===== src/rtl/int_divider_seq.sv =====
// int_divider_seq: sequential signed/unsigned integer divider, radix-2 restoring.
// Quotient truncates toward zero; remainder takes the sign of the dividend.
// Latency is fixed at WIDTH+2 cycles from accept to out_valid, including
// divide-by-zero and signed-overflow cases.
//
// Ports:
//   clk, rst          clock (rising edge), asynchronous active-high reset
//   in_valid/in_ready operand handshake; in_signed selects two's-complement mode
//   in_a, in_b        dividend, divisor
//   out_valid/out_ready result handshake; results held while stalled
//   out_q, out_r      quotient, remainder
//   out_dbz, out_ovf  divisor was zero / signed MIN / -1 overflow
module int_divider_seq #(
  parameter int WIDTH = 32
) (
  input  logic             clk,
  input  logic             rst,
  input  logic             in_valid,
  output logic             in_ready,
  input  logic             in_signed,
  input  logic [WIDTH-1:0] in_a,
  input  logic [WIDTH-1:0] in_b,
  output logic             out_valid,
  input  logic             out_ready,
  output logic [WIDTH-1:0] out_q,
  output logic [WIDTH-1:0] out_r,
  output logic             out_dbz,
  output logic             out_ovf
);

  localparam int               CW   = $clog2(WIDTH + 2);
  localparam logic [CW-1:0]    LAST = CW'(WIDTH);
  localparam logic [WIDTH-1:0] MIN  = {1'b1, {(WIDTH-1){1'b0}}};

  typedef enum logic [1:0] {IDLE, CALC, FIX, DONE} state_t;

  state_t           state, state_nxt;
  logic [CW-1:0]    cnt;
  logic [WIDTH-1:0] a_raw, b_raw;
  logic [WIDTH-1:0] quo;   // dividend magnitude, shifted out as quotient bits shift in
  logic [WIDTH-1:0] div;   // divisor magnitude
  logic [WIDTH-1:0] prem;  // partial remainder (always < divisor, so WIDTH bits suffice)
  logic             op_signed, sign_q, sign_r, dbz, ovf;
  logic             accept;
  logic [WIDTH:0]   shifted, diff;

  assign in_ready  = !rst && ((state == IDLE) || (state == DONE && out_ready));
  assign accept    = in_valid && in_ready;
  assign out_valid = (state == DONE);

  assign shifted = {prem, quo[WIDTH-1]};
  assign diff    = shifted - {1'b0, div};

  always_ff @(posedge clk or posedge rst) begin
    if (rst) state <= IDLE;
    else     state <= state_nxt;
  end

  always_comb begin
    state_nxt = state;
    case (state)
      IDLE: if (accept) state_nxt = CALC;
      CALC: if (cnt == LAST) state_nxt = FIX;
      FIX:  state_nxt = DONE;
      DONE: if (out_ready) state_nxt = accept ? CALC : IDLE;
      default: state_nxt = IDLE;
    endcase
  end

  // The first CALC cycle (cnt==0) converts the raw operands captured at accept
  // into magnitudes and flags; cycles cnt=1..WIDTH are the restoring steps.
  // Keeping the negation off the accept path gives the WIDTH+2 latency.
  always_ff @(posedge clk or posedge rst) begin
    if (rst) begin
      cnt       <= '0;
      a_raw     <= '0;
      b_raw     <= '0;
      quo       <= '0;
      div       <= '0;
      prem      <= '0;
      op_signed <= 1'b0;
      sign_q    <= 1'b0;
      sign_r    <= 1'b0;
      dbz       <= 1'b0;
      ovf       <= 1'b0;
      out_q     <= '0;
      out_r     <= '0;
      out_dbz   <= 1'b0;
      out_ovf   <= 1'b0;
    end else if (accept) begin
      a_raw     <= in_a;
      b_raw     <= in_b;
      op_signed <= in_signed;
      cnt       <= '0;
    end else begin
      case (state)
        CALC: begin
          if (cnt == '0) begin
            quo    <= (op_signed && a_raw[WIDTH-1]) ? -a_raw : a_raw;
            div    <= (op_signed && b_raw[WIDTH-1]) ? -b_raw : b_raw;
            prem   <= '0;
            sign_q <= op_signed && (a_raw[WIDTH-1] ^ b_raw[WIDTH-1]);
            sign_r <= op_signed && a_raw[WIDTH-1];
            dbz    <= (b_raw == '0);
            ovf    <= op_signed && (a_raw == MIN) && (b_raw == '1);
          end else begin
            prem <= diff[WIDTH] ? shifted[WIDTH-1:0] : diff[WIDTH-1:0];
            quo  <= {quo[WIDTH-2:0], ~diff[WIDTH]};
          end
          cnt <= cnt + 1'b1;
        end
        FIX: begin
          if (dbz) begin
            out_q <= '1;
            out_r <= a_raw;
          end else if (ovf) begin
            out_q <= MIN;
            out_r <= '0;
          end else begin
            out_q <= sign_q ? -quo  : quo;
            out_r <= sign_r ? -prem : prem;
          end
          out_dbz <= dbz;
          out_ovf <= ovf && !dbz;
        end
        default: ;
      endcase
    end
  end

endmodule


===== config.mk =====
export PLATFORM = sky130hd
export DESIGN_NAME = int_divider_seq
export DESIGN_NICKNAME = d
export VERILOG_FILES = /design/src/rtl/int_divider_seq.sv
export SDC_FILE = /design/constraint.sdc
export NUM_CORES = 1
export LEC_CHECK = 0
export CORE_MARGIN = 3
export CORE_UTILIZATION = 45
export DETAILED_ROUTE_END_ITERATION = 10
export PLACE_DENSITY = 0.76
export SYNTH_ARGS = -nofsm -noshare
export SYNTH_HDL_FRONTEND = slang
export SYNTH_SLANG_ARGS = --single-unit

===== constraint.sdc =====
create_clock -name clk -period 10 [get_ports clk]
set_input_delay 1 -clock clk [delete_from_list [all_inputs] [get_ports clk]]
set_output_delay 1 -clock clk [all_outputs]
set_load 0.03 [all_outputs]

# After elaboration in Yosys (flattened, before gate mapping)
# Index checks and enable logic that the tools add are counted.
[op_classes]
n_addsub = 6
eq_ne = 9
n_mux = 18
n_bitwise = 3
reduce_logical = 20
[op_table]
columns = ["op", "n"]
rows = [
  ["$mux W32", 11],
  ["$neg A32 Y32", 4],
  ["$eq A32 B32 Y1 const B", 2],
  ["$sub A33 B32 Y33", 1],
  ["$logic_not A32 Y1", 1],
  ["$mux W6", 2],
  ["$logic_and A1 B1 Y1", 9],
  ["$pmux W2 S4", 1],
  ["$add A6 B1 Y6 const B", 1],
  ["$eq A6 B6 Y1 const B", 1],
  ["$logic_not A6 Y1", 1],
  ["$mux W2", 3],
  ["$reduce_and A3 Y1", 2],
  ["$eq A2 B2 Y1 const B", 2],
  ["$ne A2 B2 Y1 const B", 2],
  ["$reduce_and A2 Y1", 2],
  ["$eq A2 B1 Y1 const B", 1],
  ["$logic_not A1 Y1", 2],
  ["$logic_not A2 Y1", 1],
  ["$ne A2 B1 Y1 const B", 1],
  ["$not A1 Y1", 2],
  ["$reduce_bool A2 Y1", 1],
  ["$logic_or A1 B1 Y1", 1],
  ["$mux W1", 1],
  ["$xor A1 B1 Y1", 1],
]
[totals]
reg_bits = 239
inputBits = 69
output_inout_bits = 68
elab_cells = 72

# Depth between registers and ports, before layout
[depth]
word_depth = 8
ltp_mapped = 15
ltp_nobuf = 13

# Worst setup path before layout
# No wires, ideal clock.
[synth_timing]
path_kind = "flip-flop to flip-flop"
startpoint = "reg quo[31]"
endpoint = "reg prem[25]"
setup_ns = 0.126
arrival_ns = 3.178
required_time_ns = 9.874
path_slack_ns = 6.696
path_stages_with_launch = 15
n_path_buf = 2
synth_period_minus_slack_ns = 3.304
path_cell_list = "dfrtp_1 inv_1 ha_1 fa_1 nand2b_1 a21oi_1 o21ai_1 o211ai_1 a311o_1 a41oi_2 o2111ai_1 or3b_1 buf_6 buf_6 a311o_1"
[synth_between]
elab_chain_cells = 3
[synth_lines]
columns = ["element", "line", "rtl"]
rows = [
  ["start: declaration", "40", "logic [WIDTH-1:0] quo;"],
  ["start signal: assignment", "99", "quo <= (op_signed && a_raw[WIDTH-1]) ? -a_raw : a_raw;"],
  ["start signal: assignment", "108", "quo <= {quo[WIDTH-2:0], ~diff[WIDTH]};"],
  ["$sub A33 B32 Y33", "52", "assign diff = shifted - {1'b0, div};"],
  ["$mux W32", "107", "prem <= diff[WIDTH] ? shifted[WIDTH-1:0] : diff[WIDTH-1:0];"],
  ["$mux W32", "98", "if (cnt == '0) begin"],
  ["end signal: assignment", "107", ""],
  ["end: declaration", "42", "logic [WIDTH-1:0] prem;"],
]
# No other way between the ends.
# A chain may end at the register's enable or synchronous reset.

# Final worst setup path
# Same ends and word-level chain as after synthesis.

==> reports/summary.md <==
The later pin in the worst-skew pair is clocked with a latency of 0.54 ns. Counting instances, the worst hold path has a depth of 2. Initial antenna violation count: 0. For this run, the post-layout net count is 1,856. For this run, design rule violations remaining after detail routing come to 0. Worst path arrival time: 4.41 ns. Routability-driven placement finished with a final weighted congestion of 0.924. Cell internal power was estimated by the tool at 0.00367 W.

The length of the first detailed-routing pass in iterations is 5. For hold timing, the worst endpoint is div[25]. The number of antenna diodes in the final layout is 0. The source of the worst hold timing path is div[25]. The width of the die came out at 184 µm. The async set or reset register ratio after synthesis is 1.00, and the estimated wirelength of the detail-placed design is 27,200 µm.

The tree is rooted in a sky130_fd_sc_hd__clkbuf_16. For the required time at the worst-slack endpoint, the log shows 10.42 ns. The endpoint identified for the worst register-to-register timing path is prem[25]. Ratio of routed vias to standard cells: 5.70. The ratio of cells with drive above 1 in the final layout was 0.0522.

The maximum level of the CTS H-tree is 1. For this design the total switching power over the nets is 0.00311 W. The die covers 33,900 µm². The clock edge transition at the registers on the reported setup and hold paths was 0.06 ns; the number of global-route vias before repair was 11,662. The average detailed-routed wire length per instance was 17.7 µm; the final critical path time including I/O delays and setup was 3.99 ns.

Setup violations remaining at the end of the flow were counted as 0. The largest individual stage delay along the critical path comes from the cell sky130_fd_sc_hd__buf_4. The logs give 0.419 for the register area share after synthesis and 66 for the post-synthesis cell type count. The setup slack of the most critical reg-to-reg path is 6.01 ns, and the number of enable flip-flop cells after synthesis is 0. The starting density of the core was 0.462. Counting every sink on the clock net gives 239.

Max-cap violations in this run came to 0. The cell with the most instances on the worst path was sky130_fd_sc_hd__a311o_1. The run gives 0.189 mV as the maximum vdd ir drop. Gates resized during post-CTS repair numbered 0.

The tools report the count of final hold-check violations as 0. The switching portion of total power is 0.459. The number of cells on the worst reg-to-reg path is 14.

The average size of a mapped cell was 8.62 µm². The tools report the combinational share of power as 0.557. The count of buffers added on input and output ports is 136.

In this run the worst hold path is classified as flop to flop. STA classifies the critical path startpoint as a flop. The cell area that synthesis handed to floorplanning was 14,300 µm². The number of buffers and inverters on the critical path is 2.

The first global-routing pass estimated 61,500 µm of wire. The footprint of the flip-flops and latches was 5980 µm²; the buffer count from post-CTS setup fixing was 0. The portion of total power attributed to sequential cells was 0.286; the synthesis-stage register bit count was 239.

Synthesis produced a netlist with a net count of 1,768. The max-slew violation count was 0; the standard cell core area was 30,900 µm². Wires add up to 38,200 µm. For the pin with the worst max-slew slack, the measured transition is 1.16 ns. The maximum number of pins on one net before global-route repair is 104.

Across all layers, the routed design uses 12,306 vias. TritonCTS built the clock tree. The most common flop cell mapped by yosys was sky130_fd_sc_hd__dfrtp_1.

Final antenna-violating net count: 0. The post-route cell area came out at 16,800 µm². The startpoint identified for the worst register-to-register timing path is quo[31].

Once placement finished, the instance area stood at 15,900 µm². The tools report the clock group share of total power as 0.157. For this run, the slowest stage of the critical path takes 0.49 ns. For the total routing resource utilization after global routing, the log shows 0.222. The fraction of the cycle the final worst path needs was 0.399; the largest clock skew in the final design was 0.0103 ns. The signal on the critical path passes through inv_1, ha_1, fa_1, nand2b_1, a21oi_1, o21ai_1, o211ai_1, a311o_1, a41oi_2, nor4b_1, or3b_1, buf_4, nor4_1, a311o_1. The fill cell instance count of the final layout came out at 2,821. The total overflow left after global routing is 0. The peak fanout along the critical path came out at 36. The tools report the number of warning messages in the yosys log as 0. Synthesis handed over a netlist of 1,655 instances. Setup repair after global routing left no endpoint under its margin. The critical path in this run is classified as flop to flop.

The headroom to the max-slew limit was 0.228. For the clock tree buffer depth, the log shows 3. The hold buffer count at cts is 0, and the layout overhead on the synthesized area is 18.0%.

The run gives 7.44 nW as the static leakage. The tools report the endpoint type of the worst setup path as a flop. The tools report the maximum operating frequency as 250 MHz. After floorplanning, the core was divided into 64 placement rows. For the number of top-level design ports, the log shows 137.

The setup TNS is 0 ns. The flow ran to the end, and the final reports show no timing, DRC or antenna violations. Counting the buffers created by CTS gives 27. The tools report the number of DRC markers after the initial detailed-route iteration as 1,053.

Cell class contributing the biggest share of worst-path delay: compound AO/OA/AOI/OAI gates. In the final layout, the multi-input gates occupy 7640 µm². The power density of the placed cells was 403 nW/µm²; the overall die height was 184 µm.
==> worst reg2reg max path, cell delays in order, from the launching register on <==
cell	delay, ns
sky130_fd_sc_hd__dfrtp_1	0.40
sky130_fd_sc_hd__inv_1	0.10
sky130_fd_sc_hd__ha_1	0.24
sky130_fd_sc_hd__fa_1	0.40
sky130_fd_sc_hd__nand2b_1	0.18
sky130_fd_sc_hd__a21oi_1	0.19
sky130_fd_sc_hd__o21ai_1	0.17
sky130_fd_sc_hd__o211ai_1	0.39
sky130_fd_sc_hd__a311o_1	0.30
sky130_fd_sc_hd__a41oi_2	0.17
sky130_fd_sc_hd__nor4b_1	0.26
sky130_fd_sc_hd__or3b_1	0.14
sky130_fd_sc_hd__buf_4	0.49
sky130_fd_sc_hd__nor4_1	0.11
sky130_fd_sc_hd__a311o_1	0.36
==> layout by cell type, fill, tap and decap left out, types with 13 or more instances in the layout <==
master | Yosys | routed
sky130_fd_sc_hd__a211oi_1 | 22 | 22
sky130_fd_sc_hd__a21o_1 | 35 | 35
sky130_fd_sc_hd__a21oi_1 | 108 | 108
sky130_fd_sc_hd__a22oi_1 | 28 | 28
sky130_fd_sc_hd__buf_4 | 0 | 15
sky130_fd_sc_hd__clkbuf_16 | 0 | 27
sky130_fd_sc_hd__clkdlybuf4s50_1 | 0 | 136
sky130_fd_sc_hd__dfrtp_1 | 239 | 239
sky130_fd_sc_hd__ha_1 | 43 | 42
sky130_fd_sc_hd__inv_1 | 74 | 73
sky130_fd_sc_hd__mux2i_1 | 30 | 30
sky130_fd_sc_hd__nand2_1 | 293 | 292
sky130_fd_sc_hd__nand2b_1 | 16 | 16
sky130_fd_sc_hd__nand4_1 | 17 | 17
sky130_fd_sc_hd__nor2_1 | 150 | 149
sky130_fd_sc_hd__nor3_1 | 28 | 27
sky130_fd_sc_hd__nor4_1 | 16 | 16
sky130_fd_sc_hd__o21ai_0 | 99 | 99
sky130_fd_sc_hd__o22a_1 | 22 | 22
sky130_fd_sc_hd__o22ai_1 | 14 | 14
sky130_fd_sc_hd__o2bb2ai_1 | 13 | 13
sky130_fd_sc_hd__o31ai_1 | 20 | 20
sky130_fd_sc_hd__o41ai_1 | 13 | 13
sky130_fd_sc_hd__xnor2_1 | 88 | 88
sky130_fd_sc_hd__xor2_1 | 61 | 61
==> synthesized netlist by cell type (all sizes together) (3+ instances only) <==
master / instances / area (µm²)
a21o: 35 / 263
or2: 3 / 18.8
or3: 10 / 72.6
o211ai: 6 / 45.0
o2bb2ai: 13 / 114
nor4: 16 / 100
o41ai: 13 / 114
inv: 76 / 285
o31ai: 21 / 171
clkbuf: 76 / 285
mux2: 10 / 113
nand2: 293 / 1100
or4: 11 / 90.1
nand3: 9 / 45.0
o22a: 22 / 193
ha: 43 / 538
and2: 11 / 68.8
o21ai: 106 / 531
xnor2: 88 / 771
a211oi: 22 / 165
nor3: 28 / 140
nand2b: 16 / 100
a21oi: 109 / 549
nand4: 17 / 106
a22o: 4 / 35.0
a31oi: 10 / 62.6
nor2b: 8 / 50.1
nor4b: 4 / 35.0
o21bai: 3 / 22.5
nand3b: 3 / 22.5
o22ai: 14 / 87.6
nor2: 150 / 563
xor2: 61 / 534
dfrtp: 239 / 5980
a22oi: 28 / 210
buf: 16 / 101
a31o: 4 / 35.0
mux2i: 30 / 300
==> power by group through the flow <==
stage / Combinational [W] / Clock (W) / Sequential (W)
4_1_cts: 0.00376 / 0.00108 / 0.00193
3_3_place_gp: 0.00368 / 0 / 0.00192
6_report: 0.00378 / 0.00106 / 0.00194
2_1_floorplan: 0.00262 / 0 / 0.00203
3_5_place_dp: 0.00374 / 0 / 0.00194
5_1_grt: 0.00416 / 0.00112 / 0.00201
==> area by class of cell <==
type | count | share of cell area
clock buffers | 36 | 0.0451
clock inverters | 12 | 0.0114
inverters | 77 | 0.0176
multi-input cells | 1247 | 0.454
flip-flops and latches | 239 | 0.355
well taps | 396 | 0.0294
repair buffers | 151 | 0.0875
==> flip-flops by register name, summed over array words and instances (netlist names) <==
name / cells
a_raw: 32
b_raw: 32
cnt: 6
dbz: 1
div: 32
op_signed: 1
out_dbz: 1
out_ovf: 1
out_q: 32
out_r: 32
ovf: 1
prem: 32
quo: 32
sign_q: 1
sign_r: 1
state: 2
==> logic make-up after synthesis <==
family | synth area share
simple gates | 0.181
compound gates | 0.193
flops | 0.419
buf+inv | 0.0474
xor+xnor | 0.0915
fa+ha+maj | 0.0391
mux | 0.0289
==> worst max path at each step <==
stage               slack [ns]        to  cells past startpoint    start
global placement          6.11  prem[25]                     14  quo[31]
CTS                       6.04  prem[25]                     14  quo[31]
floorplan                 2.44  a_raw[0]                      1      rst
finish                    6.01  prem[25]                     14  quo[31]
detailed placement        6.05  prem[25]                     14  quo[31]
global route              5.80  prem[25]                     14  quo[31]
==> stage by stage <==
stage	utilization	total power (W)	hold slack, ns	setup slack, ns	std cells
floorplan	-	0.00465	0.450	2.44	1655
global placement	0.514	0.00559	0.462	6.11	2110
detailed placement	0.514	0.00568	0.472	6.05	2110
CTS	0.545	0.00677	0.485	6.04	2158
global route	0.545	0.00729	0.491	5.80	2158
finish	0.545	0.00678	0.475	6.01	2158
==> metal layers <==
layer,wire length (µm),vias up,GRT usage
met5,0,-,0
met1,17500,5895,0.320
li1,-,5935,-
met4,842,0,0.0520
met2,17500,409,0.358
met3,2450,67,0.0293
(Power assumes the default switching activity.)
